$ cat src/rtl/mem_pwr_seq.sv
// SRAM power sequencer: isolation-before-cut, release-after-restore and
// staggered bank power-up driven by the sleep controller's gate/sleep requests.
module mem_pwr_seq #(
  parameter int unsigned N_SMALL        = 2,
  parameter int unsigned N_LARGE        = 4,
  parameter int unsigned STAGGER_CYCLES = 16,
  parameter int unsigned ISO_CYCLES     = 2
) (
  input  logic                       HCLK,
  input  logic                       HRESETn,
  input  logic                       mem_sleep_i,
  input  logic                       mem_gate_small_i,
  input  logic                       mem_gate_large_i,
  output logic [N_SMALL+N_LARGE-1:0] mem_pwr_en_o,
  output logic                       mem_iso_o,
  output logic                       mem_ret_o,
  output logic                       mem_ready_o,
  output logic                       busy_o
);

  localparam int unsigned NB      = N_SMALL + N_LARGE;
  localparam int unsigned CNT_MAX = (STAGGER_CYCLES > ISO_CYCLES) ? STAGGER_CYCLES : ISO_CYCLES;
  localparam int unsigned CW      = $clog2(CNT_MAX + 1);
  localparam logic [CW-1:0] STAG_LAST = CW'(STAGGER_CYCLES - 1);
  localparam logic [CW-1:0] ISO_LAST  = CW'(ISO_CYCLES - 1);

  typedef enum logic [2:0] {
    ST_ON,
    ST_ISO_WAIT,
    ST_STEADY,
    ST_RAMP,
    ST_REL_WAIT
  } state_e;

  state_e          state_q, state_d;
  logic [CW-1:0]   cnt_q, cnt_d, cnt_inc;
  logic [NB-1:0]   pwr_q, pwr_d;
  logic            iso_q, iso_d;
  logic            ready_q, ready_d;
  logic            busy_q, busy_d;
  logic            ret_q;

  logic [NB-1:0]   tgt;
  logic [NB-1:0]   pwr_kept;
  logic [NB-1:0]   cand;
  logic [NB-1:0]   nxt_oh;
  logic            found;
  logic            req;

  assign tgt      = {{N_LARGE{~mem_gate_large_i}}, {N_SMALL{~mem_gate_small_i}}};
  assign pwr_kept = pwr_q & tgt;
  assign cand     = ~pwr_q & tgt;
  assign req      = mem_sleep_i | mem_gate_small_i | mem_gate_large_i;
  assign cnt_inc  = cnt_q + CW'(1);

  // Lowest-index bank that should be on but is currently off.
  always_comb begin
    nxt_oh = '0;
    found  = 1'b0;
    for (int unsigned i = 0; i < NB; i++) begin
      if (cand[i] && !found) begin
        nxt_oh[i] = 1'b1;
        found     = 1'b1;
      end
    end
  end

  always_comb begin
    state_d = state_q;
    cnt_d   = cnt_q;
    pwr_d   = pwr_q;
    unique case (state_q)
      ST_ON: begin
        pwr_d = '1;
        if (req) begin
          state_d = ST_ISO_WAIT;
          cnt_d   = '0;
        end
      end
      ST_ISO_WAIT: begin
        if (cnt_q == ISO_LAST) begin
          state_d = ST_STEADY;
          cnt_d   = '0;
        end else begin
          cnt_d = cnt_inc;
        end
      end
      ST_STEADY: begin
        pwr_d = pwr_kept;
        if (found) begin
          state_d = ST_RAMP;
          pwr_d   = pwr_kept | nxt_oh;
          cnt_d   = '0;
        end else if ((&pwr_kept) && !mem_sleep_i) begin
          state_d = ST_REL_WAIT;
          cnt_d   = '0;
        end
      end
      ST_RAMP: begin
        // The window after the last bank doubles as the settle period.
        pwr_d = pwr_kept;
        if (cnt_q == STAG_LAST) begin
          cnt_d = '0;
          if (found) begin
            pwr_d = pwr_kept | nxt_oh;
          end else begin
            state_d = ST_STEADY;
          end
        end else begin
          cnt_d = cnt_inc;
        end
      end
      ST_REL_WAIT: begin
        if (req) begin
          state_d = ST_STEADY;
          cnt_d   = '0;
        end else if (cnt_q == ISO_LAST) begin
          state_d = ST_ON;
          cnt_d   = '0;
        end else begin
          cnt_d = cnt_inc;
        end
      end
      default: begin
        state_d = ST_ON;
        cnt_d   = '0;
        pwr_d   = '1;
      end
    endcase
  end

  always_comb begin
    iso_d   = (state_d != ST_ON);
    ready_d = (state_d == ST_ON);
    busy_d  = (state_d == ST_ISO_WAIT) || (state_d == ST_RAMP) || (state_d == ST_REL_WAIT);
  end

  always_ff @(posedge HCLK) begin
    if (!HRESETn) begin
      state_q <= ST_ON;
      cnt_q   <= '0;
      pwr_q   <= '1;
      iso_q   <= 1'b0;
      ready_q <= 1'b1;
      busy_q  <= 1'b0;
      ret_q   <= 1'b0;
    end else begin
      state_q <= state_d;
      cnt_q   <= cnt_d;
      pwr_q   <= pwr_d;
      iso_q   <= iso_d;
      ready_q <= ready_d;
      busy_q  <= busy_d;
      ret_q   <= mem_sleep_i;
    end
  end

  assign mem_pwr_en_o = pwr_q;
  assign mem_iso_o    = iso_q;
  assign mem_ret_o    = ret_q;
  assign mem_ready_o  = ready_q;
  assign busy_o       = busy_q;

endmodule

$ cat config.mk
export PLATFORM = sky130hd
export DESIGN_NAME = mem_pwr_seq
export DESIGN_NICKNAME = d
export VERILOG_FILES = /design/src/rtl/mem_pwr_seq.sv
export SDC_FILE = /design/constraint.sdc
export NUM_CORES = 1
export LEC_CHECK = 0
export CAP_MARGIN = 0
export CORE_MARGIN = 4
export CORE_UTILIZATION = 45
export CTS_CLUSTER_SIZE = 8
export DETAILED_ROUTE_END_ITERATION = 8
export DONT_BUFFER_PORTS = 1
export SYNTH_ARGS = -nofsm -noshare
export SYNTH_HDL_FRONTEND = slang
export SYNTH_SLANG_ARGS = --single-unit
$ cat constraint.sdc
create_clock -name HCLK -period 5.8 [get_ports HCLK]
set_input_delay 1.16 -clock HCLK [delete_from_list [all_inputs] [get_ports HCLK]]
set_output_delay 1.16 -clock HCLK [all_outputs]
set_load 0.05 [all_outputs]
==> flow_metrics.py <==
metrics = {
    "final_layout": {
        "final_area_sq_mm": 0.001084,
        "area_delta_synth_final_pct": 3.713,
        "fin_util_pct": 48.98,
        "fillerInstances": 224,
        "final_net_count": 128,
        "regArea_sq_um": 360.3,
        "final_cells": 146,
        "final_cell_mix": "dfxtp_1 (18), nand2_1 (12), inv_1 (7), o21ai_0 (7), a21oi_1 (5)",
        "diodes": 0,
        "layout_commonest_cell": "dfxtp_1",
        "multi_input_area_sq_um": 625.6,
        "drive_gt1_share_pct": 10.17,
    },
    "sta": {
        "tightest_slew_ps": 667.4,
        "min_period_over_period_pct": 38.31,
        "post-route-min-period_ps": 2222,
        "tns_ps": 0,
        "clock_skew_ps": 2.577,
        "fmax_mhz": 450.0,
        "setup_viol": 0,
        "worst_slack_ps": 3578,
        "slew_viol_final": 0,
        "slew_headroom_pct": 55.45,
        "hold_violations": 0,
        "rsz0062_at_grt": "false",
    },
    "hold_path": {
        "min_from": "cnt_q[1]",
        "min_path_cells": 1,
        "hold_class": "reg -> reg",
        "hold_end": "cnt_q[1]",
    },
    "routing": {
        "wl_um": 2209,
        "via_per_inst": 6.041,
        "dr.pass1.iters": 4,
        "post-route-drc-count": 0,
        "vias": 882,
        "antenna_left": 0,
        "wire_per_inst_um": 15.13,
        "drt_iter0_drc": 11,
    },
    "status": {
        "outcome": "finished, final reports clean",
    },
    "setup_path": {
        "path_max_fanout": 7,
        "setup.worst_path.class": "reg -> out",
        "worstPathRequired_ps": 4640,
        "startpoint_type": "flip-flop",
        "regToRegSetupSlack_ps": 3590,
        "endpoint_kind": "output pin",
        "critPathArrivalTime_ps": 1060,
        "critical_path_depth": 0,
        "r2r_cells": 7,
        "timing.rr.start": "cnt_q[0]",
        "reg2reg_to": "busy_o",
    },
    "pwr": {
        "power.internal_uw": 196.3,
        "swShare_pct": 34.55,
        "vdd_ir_drop_max_mv": 0.1767,
        "p_clk_share_pct": 26.2,
        "p_leak_uw": 0.0004298,
        "power_frac_seq_pct": 56.7,
        "power_frac_comb_pct": 17.1,
        "switchingPower_uw": 103.6,
        "power_density_mw_per_mm2": 276.8,
    },
    "place": {
        "post-dp-hpwl_um": 1595,
        "gp_congestion": 0.7244,
        "placed_area_sq_mm": 0.001047,
        "place.port_buffers": 0,
        "post-place-ws_ps": 3304,
        "place_inst": 142,
    },
    "global_routing": {
        "grt_pass1_vias": 806,
        "grt_max_degree": 23,
        "grt_pass1_wl_um": 3657,
        "antenna_found_initial": 0,
        "grtUsageTotal_pct": 14.28,
        "grt.overflow.total": 0,
    },
    "floorplan": {
        "start_util_pct": 47.23,
        "num_rows": 17,
        "dieArea_sq_mm": 0.003157,
        "core_region_area_sq_mm": 0.002212,
        "die-height_um": 56.19,
        "design.portCount": 15,
        "die_w_um": 56.19,
    },
    "clock_network": {
        "numCtsBuffers": 3,
        "h-tree-depth": 1,
        "postCtsHoldBufs": 0,
        "cts_tree": "done",
        "root_buffer": "clkbuf_4",
        "cts.clk_slew.worst_paths_ps": 110,
        "cts.sinks": 18,
        "ctsResizeCount": 0,
        "clk_latency_ps": 290,
        "cts_setup_buffers": 0,
        "cts_buffer_depth": 2,
    },
    "run": {
        "max_cap_viol_count": 0,
    },
    "synth": {
        "synth_area_per_cell_sq_um": 8.706,
        "synth_area_sq_mm": 0.001045,
        "ys_async_sr_fraction_pct": 0,
        "dominantRegCellSynth": "dfxtp_1",
        "synthTopCellsByArea": "dfxtp_1 (34%), ha_1 (4.8%), nand2_1 (4.3%), o21ai_0 (3.4%), inv_1 (2.5%)",
        "yosys.area.top_type": "dfxtp_1",
        "yosys_warnings": 0,
        "ys_seq_elements": 18,
        "synthCells": 120,
        "synth_enable_flop_cells": 0,
        "synth_seq_area_share_pct": 34.49,
        "yosys.area.top_type_share_pct": 34.49,
        "postSynthNetCount": 129,
        "synth_cell_types": 52,
    },
}
## layout make-up
| class | instances | share of cell area, % |
|---|---|---|
| Multi-Input combinational cell | 89 | 57.74 |
| Sequential cell | 18 | 33.26 |
| Clock buffer | 4 | 3.349 |
| Tap cell | 28 | 3.233 |
| Inverter | 7 | 2.425 |
## kinds of logic after synthesis
group                    synth area share (%)
adder cells (fa/ha/maj)                 4.791
flip-flops                              34.49
multiplexers                            1.078
buffers and inverters                   5.629
XOR/XNOR                                1.677
AND/OR/NAND/NOR                         28.14
AO/OA/AOI/OAI                           24.19
## through the flow
step           total power [uW]  hold WS (ps)
6_report                  299.9         560.7
5_1_grt                   315.7         589.9
4_1_cts                   303.7         568.7
3_5_place_dp              224.1         544.8
3_3_place_gp              223.7         524.1
2_1_floorplan             214.7         490.6
## synth_stat cells (all sizes together) (2+ instances only)
| master | number |
|---|---|
| dfxtp | 18 |
| nand2 | 12 |
| inv | 7 |
| o21ai | 7 |
| a21oi | 5 |
| ha | 4 |
| buf | 3 |
| clkbuf | 3 |
| nand2b | 3 |
| nand3 | 3 |
| nor2 | 3 |
| nor3 | 3 |
| nor4 | 3 |
| a22o | 2 |
| a31oi | 2 |
| and2 | 2 |
| and3 | 2 |
| nor2b | 2 |
| nor3b | 2 |
| o211ai | 2 |
| o22ai | 2 |
| or2 | 2 |
| or3 | 2 |
| xnor2 | 2 |
## worst max-delay path by stage
| stage | from | endpoint | slack [ps] |
|---|---|---|---|
| CTS | mem_pwr_en_o[0] | mem_pwr_en_o[0] | 3570 |
| global route | cnt_q[0] | mem_ready_o | 3400 |
| detailed placement | mem_gate_large_i | cnt_q[3] | 3300 |
| finish | mem_pwr_en_o[0] | mem_pwr_en_o[0] | 3580 |
| floorplan | mem_gate_large_i | cnt_q[0] | 3260 |
| global placement | mem_gate_large_i | cnt_q[0] | 3330 |
## layer usage
layer  up-vias  GRT usage, %  wire (um)
met5         -             0          0
li1        441             -          -
met3         2         4.176        132
met2        26         22.37       1045
met1       413         18.47       1011
met4         0         5.085         20
## flip-flops by register name, summed over array words and instances (netlist names)
signal	flops
busy_o	1
cnt_q	5
mem_iso_o	1
mem_pwr_en_o	6
mem_ready_o	1
mem_ret_o	1
state_q	3
## worst reg2reg max path: stages, from the launching register on
cell	delay, ps
dfxtp_1	360
ha_1	250
and3_1	210
ha_1	210
and2b_1	300
and4b_1	210
nor4_1	450
or2_1	180
## power groups by stage
stage,Clock (uW),Combinational (uW),Sequential [uW]
6_report,78.4,51.3,170
5_1_grt,86.3,57.0,172
4_1_cts,81.8,51.7,170
3_5_place_dp,0,51.3,173
3_3_place_gp,0,50.8,173
2_1_floorplan,0,49.1,166
Note: power is estimated with default switching activity, not from simulation.
